`src/rtl/output_ctrl_merge.sv`:
```
// Two-source round-robin merge onto one downstream 4-phase req/ack link.
// Optional DROP_ILLEGAL_EN discards packets whose dest field equals their addr field.
module output_ctrl_merge #(
   parameter int WIDTH_packet = 14,
   parameter int WIDTH_addr   = 3,
   parameter int WIDTH_dest   = 3
) (
   input  logic                    clk,
   input  logic                    reset,
   input  logic                    in1_req,
   output logic                    in1_ack,
   input  logic [WIDTH_packet-1:0] in1_data,
   input  logic                    in2_req,
   output logic                    in2_ack,
   input  logic [WIDTH_packet-1:0] in2_data,
   output logic                    out_req,
   input  logic                    out_ack,
   output logic [WIDTH_packet-1:0] out_data,
   output logic                    drop_pulse
);

   typedef enum logic [1:0] {IDLE, L_REL, O_ACK, O_REL} state_t;

   state_t                  state_q, state_d;
   logic                    win2_q, win2_d;     // current winner is source 2
   logic                    last2_q, last2_d;   // last grant went to source 2
   logic                    in1_ack_q, in1_ack_d;
   logic                    in2_ack_q, in2_ack_d;
   logic                    out_req_q, out_req_d;
   logic                    drop_q, drop_d;
   logic [WIDTH_packet-1:0] out_data_q, out_data_d;
   logic                    grant2;
   logic                    win_req;
`ifdef DROP_ILLEGAL_EN
   logic                    illegal;

   assign illegal = out_data_q[WIDTH_packet-1 -: WIDTH_addr] ==
                    out_data_q[WIDTH_packet-WIDTH_addr-1 -: WIDTH_dest];
`endif

   always_ff @(posedge clk or posedge reset) begin
      if (reset) begin
         state_q    <= IDLE;
         win2_q     <= 1'b0;
         last2_q    <= 1'b1;
         in1_ack_q  <= 1'b0;
         in2_ack_q  <= 1'b0;
         out_req_q  <= 1'b0;
         drop_q     <= 1'b0;
         out_data_q <= '0;
      end else begin
         state_q    <= state_d;
         win2_q     <= win2_d;
         last2_q    <= last2_d;
         in1_ack_q  <= in1_ack_d;
         in2_ack_q  <= in2_ack_d;
         out_req_q  <= out_req_d;
         drop_q     <= drop_d;
         out_data_q <= out_data_d;
      end
   end

   always_comb begin
      state_d    = state_q;
      win2_d     = win2_q;
      last2_d    = last2_q;
      in1_ack_d  = in1_ack_q;
      in2_ack_d  = in2_ack_q;
      out_req_d  = out_req_q;
      out_data_d = out_data_q;
      drop_d     = 1'b0;
      // Source 2 wins when alone, or when both ask and source 1 was served last.
      grant2     = in2_req & (~in1_req | ~last2_q);
      win_req    = win2_q ? in2_req : in1_req;
      case (state_q)
         IDLE: begin
            if (in1_req || in2_req) begin
               win2_d     = grant2;
               last2_d    = grant2;
               out_data_d = grant2 ? in2_data : in1_data;
               in1_ack_d  = ~grant2;
               in2_ack_d  = grant2;
               state_d    = L_REL;
            end
         end
         L_REL: begin
            if (!win_req) begin
               in1_ack_d = 1'b0;
               in2_ack_d = 1'b0;
`ifdef DROP_ILLEGAL_EN
               if (illegal) begin
                  drop_d  = 1'b1;
                  state_d = IDLE;
               end else begin
                  out_req_d = 1'b1;
                  state_d   = O_ACK;
               end
`else
               out_req_d = 1'b1;
               state_d   = O_ACK;
`endif
            end
         end
         O_ACK: begin
            if (out_ack) begin
               out_req_d = 1'b0;
               state_d   = O_REL;
            end
         end
         O_REL: begin
            if (!out_ack) state_d = IDLE;
         end
         default: state_d = IDLE;
      endcase
   end

   assign in1_ack    = in1_ack_q;
   assign in2_ack    = in2_ack_q;
   assign out_req    = out_req_q;
   assign out_data   = out_data_q;
   assign drop_pulse = drop_q;

endmodule
```
`config.mk`:
```
export PLATFORM = sky130hd
export DESIGN_NAME = output_ctrl_merge
export DESIGN_NICKNAME = d
export VERILOG_FILES = /design/src/rtl/output_ctrl_merge.sv
export SDC_FILE = /design/constraint.sdc
export NUM_CORES = 1
export LEC_CHECK = 0
export BUFFER_PORTS_ARGS = -buffer_cell sky130_fd_sc_hd__buf_2
export CORE_MARGIN = 2
export CORE_UTILIZATION = 41
export CTS_CLUSTER_DIAMETER = 50
export DETAILED_ROUTE_END_ITERATION = 12
export MAX_ROUTING_LAYER = met4
export PLACE_DENSITY_LB_ADDON = 0.12
export SYNTH_ARGS = -nofsm -noshare
export SYNTH_HDL_FRONTEND = slang
export SYNTH_SLANG_ARGS = --single-unit
```
`constraint.sdc`:
```
create_clock -name clk -period 1.7 [get_ports clk]
set_input_delay 0 -clock clk [delete_from_list [all_inputs] [get_ports clk]]
set_output_delay 0 -clock clk [all_outputs]
set_load 0.1 [all_outputs]
```
# [Word level (Yosys, flattened, before mapping)]
# Cells that the tools add are included.
# Widths: inputs -> output; s select.
[totals] wordCells=42 out_inout_bits=18 inputBits=33 regBits=21
[classes] n_bitwise=5 muxes=15 reduce_logical=8 n_eq_ne=7
[op_table] op="$mux 14" n=1
[op_table] op="$mux 2" n=4
[op_table] op="$ne 2x2->1 const B" n=4
[op_table] op="$pmux 2 s4" n=1
[op_table] op="$mux 1" n=6
[op_table] op="$pmux 1 s2" n=3
[op_table] op="$reduce_and 3->1" n=2
[op_table] op="$eq 2x2->1 const B" n=2
[op_table] op="$reduce_and 4->1" n=1
[op_table] op="$reduce_bool 2->1" n=2
[op_table] op="$not 1->1" n=3
[op_table] op="$eq 2x1->1 const B" n=1
[op_table] op="$logic_not 2->1" n=1
[op_table] op="$reduce_and 2->1" n=1
[op_table] op="$and 1x1->1" n=1
[op_table] op="$logic_or 1x1->1" n=1
[op_table] op="$or 1x1->1" n=1

# [Depth between registers and ports, before layout]
[logic_depth] ltp_word=6 ltp_mapped=7 depth_no_buf=5

# [Least setup slack after synthesis]
# Ideal clock, no wire load.
[synth_path] path_kind="reg-to-reg" startpoint="register state_q[0]" endpoint="register state_q[1]" t_arrival_ps=1497 path_buffers=0 setup_slack_ps=79 synth_period_minus_slack_ps=1621 stages_incl_launch_ff=6 cell_sequence="dfrtp_1 inv_1 ha_1 nor3b_1 a211oi_2 mux2_2"
[synth_via] elab_chain_len=3 elab_cells_between_ends=10 cone_classes="eq/ne (7); mux (1); reduce/logical (2)"
[synth_lines] item="start: declaration" line="24" rtl="state_t state_q, state_d;"
[synth_lines] item="start signal: assignment" line="52" rtl="state_q <= state_d;"
[synth_lines] item="$eq 2x1->1, or another cell as far along" line="75" rtl="case (state_q)"
[synth_lines] item="$ne 2x2->1 (no line)"
[synth_lines] item="$reduce_and 4->1 (no line)"
# Parallel ways exist; a longest one is shown, timed or not.
# A chain may end at the register's enable or synchronous reset.

# [Worst setup path after layout]
[layout_path] startpoint="register state_q[1]" endpoint="register state_q[1]"
# The elaborated chain is that of the path after synthesis.

==> results.md <==
* Post-Syn Nets at between 100 and 150
* Final Skew at 0.00172 ns
* Starting Density at 0.443
* YS warnings at 0
* Input/output buffers at 49
* Final setup fails at 0
* Clock Tree Root: clkbuf_4
* Cells after Synth at 102
* Relative slew margins at 0.630
* Rows at 18
* First-pass GRT wire length at 4850 um
* F_max at 596 MHz
* Crit path required time at 1.90 ns
* Worst min path class: input pin to flip-flop
* Clock insertion delay at the later pin of the skew report at 0.30 ns
* Vias in the first global route at around 1100
* Post-route antenna net violation count at 0
* Gr usage total at 0.197
* Part of the Yosys area used for sequential elements at 0.471
* H-tree depth at 1
* Min Clock Period, post-route at around 1.7 ns
* Hold Crit Depth at 3
* Worst Reg-to-Reg Cells at 5
* Die H at 56.2 um
* Cell Area, Synth at 1120 um^2
* Die Wd at 56.2 um
* Overall die area at 3160 um^2
* Via count at 1045
* Antenna Cells at 0
* Worst hold endpoint: out_data[10]$_DFFE_PP0P_
* Final core utilization at 0.721
* Post-synth cell types at 26
* Iter 0 DRT Violations at 25
* Hold Slack at -0.00145 ns
* Largest net degree at the start of global routing at 18
* Area Growth Syn to Fin at 62.5%
* Final wirelength at 2860 um
* Total negative slack at 0 ns
* Worst path arrival time at 1.88 ns
* Critical-path maximum fanout at 4
* Worst Max-Slew Pin Slew at 0.552 ns
* Share of layout cells above drive strength 1 at 0.425
* GRT overflow at 0
* Pins Over Slew Limit at 0
* CTS Sinks at 21
* Kind of critical path: flip-flop to flip-flop
* Wire per inst at 13.3 um
* Final hold viol count at 2
* Commonest non-fill, non-tap cells in the layout: buf_2 (49), dlygate4sd3_1 (27), dfrtp_1 (20)
* CTS tree: yes
* Fill cell count at approximately 180
* Post-DR vias/cell at 4.84
* Remaining DRCs at 0
* Worst r2r src: state_q[1]$_DFFE_PP0P_
* Worst Hold Launch: in2_data[10]
* Fin crit share at 0.987
* Register area at 527 um^2
* Failing checks: negative hold slack
* Worst Setup End Kind: flip-flop
* Final GP Congestion at 0.738
* Reg-to-reg slack, setup at 0.02 ns
* R2R Path End: state_q[1]$_DFFE_PP0P_
* Clock-pin slew on the worst setup and hold paths at approximately 0.12 ns
* Status: finished with violations
* First-pass DRT Iterations at 2
* Startpoint types: flip-flop
* FF+latch count, synth at 21
* Ports at 51
* Commonest non-fill, non-tap cell in the layout: buf_2
* CTS Buffer Depth at 2
* Dpl hpwl at 1810 um
* Multi-input gate area at 601 um^2
* Nets at 227
* Total CTS buffers at 3
* Core footprint at 2520 um^2
* Max_cap viols at 0
* Initial antenna violation count at 0
* Synth Area per Inst at 11.0 um^2
cells by family (layout without fill, tap and decap cells):
kind of cell,count (synthesis),in the layout,synth area share
compound gates,24,24,0.141
flops,21,21,0.471
mux,20,20,0.188
simple gates,19,19,0.0694
buf+inv,10,94,0.0492
fa+ha+maj,7,7,0.0783
other cells,1,1,0.00335
worst max-delay path, stage by stage, from the launching register on:
cell,delay [ns]
dfrtp_1,0.45
buf_6,0.15
ha_4,0.15
mux2_4,0.26
a211oi_4,0.25
mux2_4,0.32
how the worst max path moves through the flow:
| stage | to | slack [ns] | from |
|---|---|---|---|
| after floorplan | state_q[1]$_DFFE_PP0P_ | 0.08 | state_q[0]$_DFFE_PP0P_ |
| final | state_q[1]$_DFFE_PP0P_ | 0.02 | state_q[1]$_DFFE_PP0P_ |
| after CTS | state_q[1]$_DFFE_PP0P_ | 0.008 | state_q[0]$_DFFE_PP0P_ |
| after global routing | state_q[1]$_DFFE_PP0P_ | -0.01 | state_q[1]$_DFFE_PP0P_ |
| after global placement | state_q[1]$_DFFE_PP0P_ | 0.06 | state_q[0]$_DFFE_PP0P_ |
| after detailed placement | state_q[1]$_DFFE_PP0P_ | -0.05 | state_q[0]$_DFFE_PP0P_ |
through the flow:
stage / cells / hold WS, ns / cell area (um^2) / worst slack, ns
CTS: 213 / 0.00142 / 1740 / 0.00841
global route: 216 / 0.0210 / 1820 / -0.0106
floorplan: 102 / -0.0242 / 1120 / 0.0786
global placement: 181 / 0.00361 / 1430 / 0.0623
detailed placement: 181 / -0.00111 / 1430 / -0.0460
finish: 216 / -0.00145 / 1820 / 0.0213
registers in the layout (all words and copies together), names as in the netlist:
| register | flops |
|---|---|
| in2_ack | 1 |
| state_q | 2 |
| in1_ack | 1 |
| out_req | 1 |
| out_data | 14 |
| win2_q | 1 |
| last2_q | 1 |
cells in the mapped netlist:
cell type  instances  area [um^2]
mux2_4             1         15.0
a22o_1             1         8.76
o32a_1             1         10.0
a211oi_2           2         25.0
buf_6              1         11.3
inv_1              4         15.0
o21ai_1            8         40.0
o21ai_0            7         35.0
nand2_1           15         56.3
clkbuf_1           1         3.75
conb_1             1         3.75
a21boi_1           1         7.51
buf_4              2         15.0
nor2_1             2         7.51
ha_1               7         87.6
nor3b_1            1         7.51
mux2_2             4         45.0
mux2i_1           15          150
a22o_2             1         10.0
dfrtp_1           20          500
a31oi_1            1         6.26
a21oi_1            1         5.00
dfstp_2            1         26.3
a221o_1            1         10.0
nor2b_1            1         6.26
buf_2              2         10.0
timing repair:
item	in CTS	in global routing
gates resized for setup	1	14
pin swaps	0	2
hold buffers	27	0
endpoints found under the hold margin	23	0
setup endpoints to repair	3	4
setup buffers	1	3
cell type report:
cell class	instances	area share
inverters	4	0.00826
flip-flops and latches	21	0.290
clock buffers	3	0.0124
clock inverters	1	0.00275
repair buffers	86	0.336
well taps	30	0.0206
multi-input cells	71	0.330
layer usage:
layer | wire [um] | vias up | global-route usage
li1 | - | 519 | -
met1 | 1220 | 494 | 0.221
met2 | 1510 | 30 | 0.358
met3 | 116 | 2 | 0.0512
met4 | 15 | 0 | 0.0306
met5 | 0 | - | -
Power is left out: the tool's default activity adds up to more than one toggle a clock period on the data nets, which glitch-free logic cannot reach.
